$ cat src/rtl/button_debouncer.sv
// Debounces a synchronised push-button level using en-strobe ticks and
// emits registered press, release and long-press pulses.
module button_debouncer #(
    parameter int DEBOUNCE_TICKS = 20,
    parameter int LONG_TICKS     = 1000,
    parameter int DCNT_W         = $clog2(DEBOUNCE_TICKS + 1),
    parameter int LCNT_W         = $clog2(LONG_TICKS + 1)
) (
    input  logic clk,
    input  logic reset,
    input  logic en,
    input  logic in,
    output logic out,
    output logic rise,
    output logic fall,
    output logic long_press
);

    // state     | meaning
    // IDLE_LOW  | settled low, out=0
    // WAIT_HIGH | input high, counting ticks before accepting the press
    // HIGH      | settled high, out=1, long-press timer running
    // WAIT_LOW  | input low, counting ticks before accepting the release
    typedef enum logic [1:0] {
        IDLE_LOW  = 2'd0,
        WAIT_HIGH = 2'd1,
        HIGH      = 2'd2,
        WAIT_LOW  = 2'd3
    } state_t;

    localparam logic [DCNT_W-1:0] DCNT_LAST = DCNT_W'(DEBOUNCE_TICKS - 1);
    localparam logic [LCNT_W-1:0] LCNT_LAST = LCNT_W'(LONG_TICKS - 1);
    localparam logic [LCNT_W-1:0] LCNT_MAX  = LCNT_W'(LONG_TICKS);

    state_t            state, state_next;
    logic [DCNT_W-1:0] dcnt, dcnt_next;
    logic [LCNT_W-1:0] lcnt, lcnt_next;
    logic              out_next, rise_next, fall_next, long_next;

    always_ff @(posedge clk) begin
        if (reset) begin
            state      <= IDLE_LOW;
            dcnt       <= '0;
            lcnt       <= '0;
            out        <= 1'b0;
            rise       <= 1'b0;
            fall       <= 1'b0;
            long_press <= 1'b0;
        end else begin
            state      <= state_next;
            dcnt       <= dcnt_next;
            lcnt       <= lcnt_next;
            out        <= out_next;
            rise       <= rise_next;
            fall       <= fall_next;
            long_press <= long_next;
        end
    end

    always_comb begin
        state_next = state;
        dcnt_next  = dcnt;
        lcnt_next  = lcnt;
        case (state)
            IDLE_LOW: begin
                if (in) begin
                    state_next = WAIT_HIGH;
                    dcnt_next  = '0;
                end
            end
            WAIT_HIGH: begin
                if (!in) begin
                    state_next = IDLE_LOW;
                    dcnt_next  = '0;
                end else if (en) begin
                    if (dcnt == DCNT_LAST) begin
                        state_next = HIGH;
                        dcnt_next  = '0;
                        lcnt_next  = '0;
                    end else begin
                        dcnt_next = dcnt + DCNT_W'(1);
                    end
                end
            end
            HIGH: begin
                if (!in) begin
                    state_next = WAIT_LOW;
                    dcnt_next  = '0;
                end
                // long-press timer keeps running on the clk the release starts
                if (en && (lcnt < LCNT_MAX)) begin
                    lcnt_next = lcnt + LCNT_W'(1);
                end
            end
            WAIT_LOW: begin
                if (in) begin
                    state_next = HIGH;
                    dcnt_next  = '0;
                end else if (en) begin
                    if (dcnt == DCNT_LAST) begin
                        state_next = IDLE_LOW;
                        dcnt_next  = '0;
                        lcnt_next  = '0;
                    end else begin
                        dcnt_next = dcnt + DCNT_W'(1);
                    end
                end
            end
            default: begin
                state_next = IDLE_LOW;
                dcnt_next  = '0;
                lcnt_next  = '0;
            end
        endcase
    end

    always_comb begin
        out_next  = (state_next == HIGH) || (state_next == WAIT_LOW);
        rise_next = (state == WAIT_HIGH) && (state_next == HIGH);
        fall_next = (state == WAIT_LOW) && (state_next == IDLE_LOW);
        long_next = (state == HIGH) && en && (lcnt == LCNT_LAST);
    end

endmodule

$ cat config.mk
export PLATFORM = sky130hd
export DESIGN_NAME = button_debouncer
export DESIGN_NICKNAME = d
export VERILOG_FILES = /design/src/rtl/button_debouncer.sv
export SDC_FILE = /design/constraint.sdc
export NUM_CORES = 1
export LEC_CHECK = 0
export ABC_AREA = 1
export CAP_MARGIN = 20
export CELL_PAD_IN_SITES_DETAIL_PLACEMENT = 1
export CELL_PAD_IN_SITES_GLOBAL_PLACEMENT = 2
export CORE_ASPECT_RATIO = 1.2
export CORE_MARGIN = 10
export CORE_UTILIZATION = 34
export DETAILED_ROUTE_END_ITERATION = 8
export PLACE_DENSITY_LB_ADDON = 0.1
export SLEW_MARGIN = 25
export SYNTH_ARGS = -nofsm -noshare
export SYNTH_HDL_FRONTEND = slang
export SYNTH_SLANG_ARGS = --single-unit
$ cat constraint.sdc
create_clock -name clk -period 2.5 [get_ports clk]
set_input_delay 0.375 -clock clk [delete_from_list [all_inputs] [get_ports clk]]
set_output_delay 0.375 -clock clk [all_outputs]
set_load 0.005 [all_outputs]
Yosys cells after proc, flatten, opt, wreduce, memory -nomap -nowiden

Cells that the tools add are included.

Add/subtract/negate cells: 2
$lt $le $gt $ge: 1
Multiplexer cells: 22
Reductions and logical operators: 11
Eq/ne operators: 12

Operators with widths:

| kind                    | count |
|---|---|
| $mux W10                | 5 |
| $mux W5                 | 6 |
| $pmux W10 S3            | 1 |
| $pmux W5 S4             | 1 |
| $mux W2                 | 8 |
| $add A10 B1 Y10 const B | 1 |
| $eq A10 B10 Y1 const B  | 1 |
| $lt A10 B10 Y1 const B  | 1 |
| $ne A2 B2 Y1 const B    | 5 |
| $eq A2 B2 Y1 const B    | 4 |
| $pmux W2 S4             | 1 |
| $add A5 B1 Y5 const B   | 1 |
| $eq A5 B5 Y1 const B    | 1 |
| $logic_and A1 B1 Y1     | 5 |
| $logic_not A2 Y1        | 2 |
| $reduce_and A4 Y1       | 1 |
| $reduce_bool A3 Y1      | 1 |
| $eq A2 B1 Y1 const B    | 1 |
| $reduce_and A2 Y1       | 1 |
| $logic_or A1 B1 Y1      | 1 |

Flip-flop bits (word level): 21
Logic and storage cells: 55

Depth between registers and ports, before layout

Word-level depth: 7
Mapped depth: 10

Worst setup path before layout

Ideal clock, no wire load.

Path type: register to register
From: reg dcnt[0]
To: reg lcnt[8]
Slack: 1241 ps
Cell stages (with the launch flop): 10
Required time: 2431 ps
Library setup time: 69 ps
Arrival time: 1189 ps
Clock period less this slack: 1259 ps
Cells stage by stage: dfxtp_1 -> ha_1 -> nand2_2 -> nor2_4 -> nand2_2 -> nand2_4 -> nand2_8 -> inv_4 -> nand2_1 -> a21oi_2

Cells in the longest elaborated chain, start to end: 5
Elaborated cells on any way between the ends: 6

Ends and longest elaborated chain:

| item                               | line    | text |
|---|---|---|
| start: declaration                 | 36      | `logic [DCNT_W-1:0] dcnt, dcnt_next;` |
| start signal: assignment           | 51      | `dcnt <= dcnt_next;` |
| $eq A5 B5 Y1 *                     | 76, 100 |  |
| $mux W10 * (2 in a row)            | n/a     |  |
| $mux W10, on equally long branches | n/a     |  |
| $pmux W10 S3 *                     | n/a     |  |
| end signal: assignment             | 52      | `lcnt <= lcnt_next;` |
| end: declaration                   | 37      | `logic [LCNT_W-1:0] lcnt, lcnt_next;` |

Every way passes the cells marked *; elsewhere a longest branch is shown, timed or not. The select of a mux whose other input is x is not followed.
A chain may end at the register's enable or synchronous reset.

Final worst setup path

From: in en
To: reg lcnt[4]

Cells in the longest elaborated chain, start to end: 3
Elaborated cells on any way between the ends: 7

Ends and longest elaborated chain:

| item                                              | line | text |
|---|---|---|
| start: declaration                                | 11   | `input logic en,` |
| $mux W10 or $logic_and A1 B1 Y1 (tied branches)   | n/a  |  |
| $mux W10, or another cell as far along            | n/a  |  |
| $pmux W10 S3 or $reduce_and A4 Y1 (tied branches) | n/a  |  |

Several ways; a longest one is shown, not always the timed one. The select of a mux whose other input is x is not followed.

==> out/results.ini <==
[status]
status = finished clean

[final_layout]
layout-drive-gt1-share = 0.146
fin_util = 0.400
diodes = 0
nFillCells = 437
areaGrowthSynthToFinish_pct = 13.2
register_area_um2 = 400
nets = 192
final_area_um2 = 1350
multi_input_area_um2 = 687

[synth]
yosysWarnings = 0
synth-seq-cells = 20
avgSynthCellArea_um2 = 6.72
synthCells = 177
netlist_area_um2 = 1190
synth_cell_type_count = 28
ys_seq_area_frac = 0.336
syn_nets = 183

[grt]
gr-usage-met1 = 0.110
grt_usage = 0.106
grt-busiest-layer = met2
gr-total-overflow = 0
grt_max_degree = 16
grt_first_pass_wirelength_mm = 5.39
met3_usage = 0.0188
grtUsageMet2 = 0.195
grt_antenna_before_repair = 0
grt_pass1_vias = 1185

[routing]
drtIter0Drc = 26
vias = 1111
final_antenna_net_count = 0
drc = 0
routed_wl_mm = 3.00
wl_per_cell_um = 13.5
drt_pass1_iterations = 4
viasPerCell = 5.00

[sta]
fmax_mhz = 605
worst_clock_skew_ns = 0.00906
min_period_ns = 1.65
setup_viol = 0
rsz0062_at_grt = no
fin_crit_sh = 0.661
slew_viol_final = 0
tns_ns = 0
relSlewSlack = 0.718
layout_setup_ws_ns = 0.847
tightestPinTransition_ns = 0.420
finalHoldViolCount = 0

[power]
swShare = 0.228
power.leakage_uw = 0.000476
p_comb_frac = 0.050
p_clk_frac = 0.422
ir_drop_mv = 0.247
p_int_uw = 470
switchingPower_uw = 139
seq_power_share = 0.528
power_density_nw_per_um2 = 452

[die]
die_area_um2 = 6280
io_pins = 8
die_h_um = 84.8
initial_utilization = 0.353
die_x_um = 74.0
num_rows = 23
core_area_um2 = 3370

[placed_design]
io_buffer_count = 7
dpl.hpwl_mm = 2.34
gp_congestion = 0.783
place_area_um2 = 1290
pre_cts_slack_ns = 0.561

[worst_setup_path]
worst_path_largest_cell_delay_ns = 0.67
critPathCaptureType = register
cp_data_required_time_ns = 2.70
slowest_stage = clkdlybuf4s50_1
path_max_fanout = 9
reg2regPathDepth = 9
cp_data_arrival_time_ns = 1.85
cp-start-kind = primary input
r2r_setup_slack_ns = 1.06
critical_path_class = primary input to register
cp_common_cell = nand2_2
path_cells = clkdlybuf4s50_1 > nand2_2 > nor2_4 > nand2_2 > nand2_4 > nand2_8 > inv_4 > nand2_1 > a21oi_2

[clocking]
post_cts_resized = 0
cts_buffers = 3
clkTransAtPathRegs_ns = 0.07
root_buffer = clkbuf_8
clock_latency_ns = 0.27
tritoncts = built
postCtsHoldBufs = 0
clock-sinks = 20
cts_setup_buffers = 0
htreeDepth = 1
clockBufferDepth = 2

[flow_run]
maxCapViolations = 0

[min_path]
min_path_cells = 2
hp-class = register to register

==> cell usage in the layout, fill, tap and decap left out, types with 3 or more instances in the layout <==
| cell type | synthesis | routed |
|---|---|---|
| a21oi_1 | 10 | 10 |
| a21oi_2 | 6 | 6 |
| clkbuf_8 | 0 | 4 |
| clkdlybuf4s50_1 | 0 | 7 |
| dfxtp_1 | 20 | 20 |
| inv_1 | 18 | 18 |
| nand2_1 | 59 | 59 |
| nand2_2 | 6 | 6 |
| nand3_1 | 8 | 8 |
| nand4_1 | 7 | 7 |
| nor2_1 | 14 | 14 |
| nor2_2 | 3 | 3 |
| nor3_1 | 3 | 3 |
| o21ai_0 | 3 | 3 |
==> synthesized netlist by cell type <==
library cell,number,share of area
nand2_1,59,0.19
dfxtp_1,20,0.34
inv_1,18,0.057
nor2_1,14,0.044
a21oi_1,10,0.042
nand3_1,8,0.034
nand4_1,7,0.037
a21oi_2,6,0.044
nand2_2,6,0.032
nor2_2,3,0.016
nor3_1,3,0.013
o21ai_0,3,0.013
buf_2,2,0.0084
ha_1,2,0.021
nand2_4,2,0.019
xnor2_1,2,0.015
a211oi_2,1,0.011
buf_4,1,0.0063
clkbuf_1,1,0.0032
clkinv_1,1,0.0032
inv_2,1,0.0032
inv_4,1,0.0053
nand2_8,1,0.017
nand3b_1,1,0.0063
nor2_4,1,0.0095
o21bai_1,1,0.0063
o31ai_1,1,0.0063
xor2_1,1,0.0074
==> flip-flops by register name, summed over array words and instances, names as in the netlist <==
register	cells
fall	1
out	1
rise	1
lcnt	10
state	1
long_press	1
dcnt	5
==> kinds of logic after synthesis <==
family	count (synthesis)	synth area share
simple gates	105	0.412
buf+inv	25	0.0862
compound gates	22	0.122
flops	20	0.336
xor+xnor	3	0.0221
fa+ha+maj	2	0.0210
==> metal layers <==
metal | wire length, um | share of wire
met3 | 78 | 0.026
met2 | 1680 | 0.56
met5 | 0 | 0
met4 | 25 | 0.0083
met1 | 1220 | 0.41
==> power groups by stage <==
stage | combinational (uW) | sequential [uW] | clock, uW
finish | 30.3 | 321 | 257
global route | 33.4 | 322 | 284
CTS | 30.7 | 321 | 270
detailed placement | 30.6 | 329 | 0
global placement | 29.9 | 329 | 0
floorplan | 18.6 | 328 | 0
==> critical path: cells and delay by family <==
family	cells	cell delay (ns)
buffers and inverters	2	0.76
AND/OR/NAND/NOR	6	0.61
AO/OA/AOI/OAI	1	0.11
==> layout make-up <==
cell class / instances / share of cell area
Multi-Input combinational cell: 132 / 0.510
Sequential cell: 20 / 0.297
Inverter: 21 / 0.0604
Timing Repair Buffer: 8 / 0.0576
Clock buffer: 4 / 0.0409
Tap cell: 37 / 0.0344
==> worst paths after layout <==
kind | end | startpoint
setup reg to reg | lcnt[4]$_SDFFE_PP0P_ | dcnt[0]$_SDFFE_PP0P_
setup / recovery | lcnt[4]$_SDFFE_PP0P_ | en
hold / removal | lcnt[9]$_SDFFE_PP0P_ | lcnt[9]$_SDFFE_PP0P_
hold reg to reg | lcnt[9]$_SDFFE_PP0P_ | lcnt[9]$_SDFFE_PP0P_
==> through the flow <==
stage	total power [uW]	hold slack, ns	std cells
after global placement	359	0.440	218
after global routing	639	0.469	222
after CTS	623	0.460	222
after detailed placement	360	0.444	218
after floorplan	347	0.425	177
final	609	0.456	222
Power figures use the tool's default switching activity.
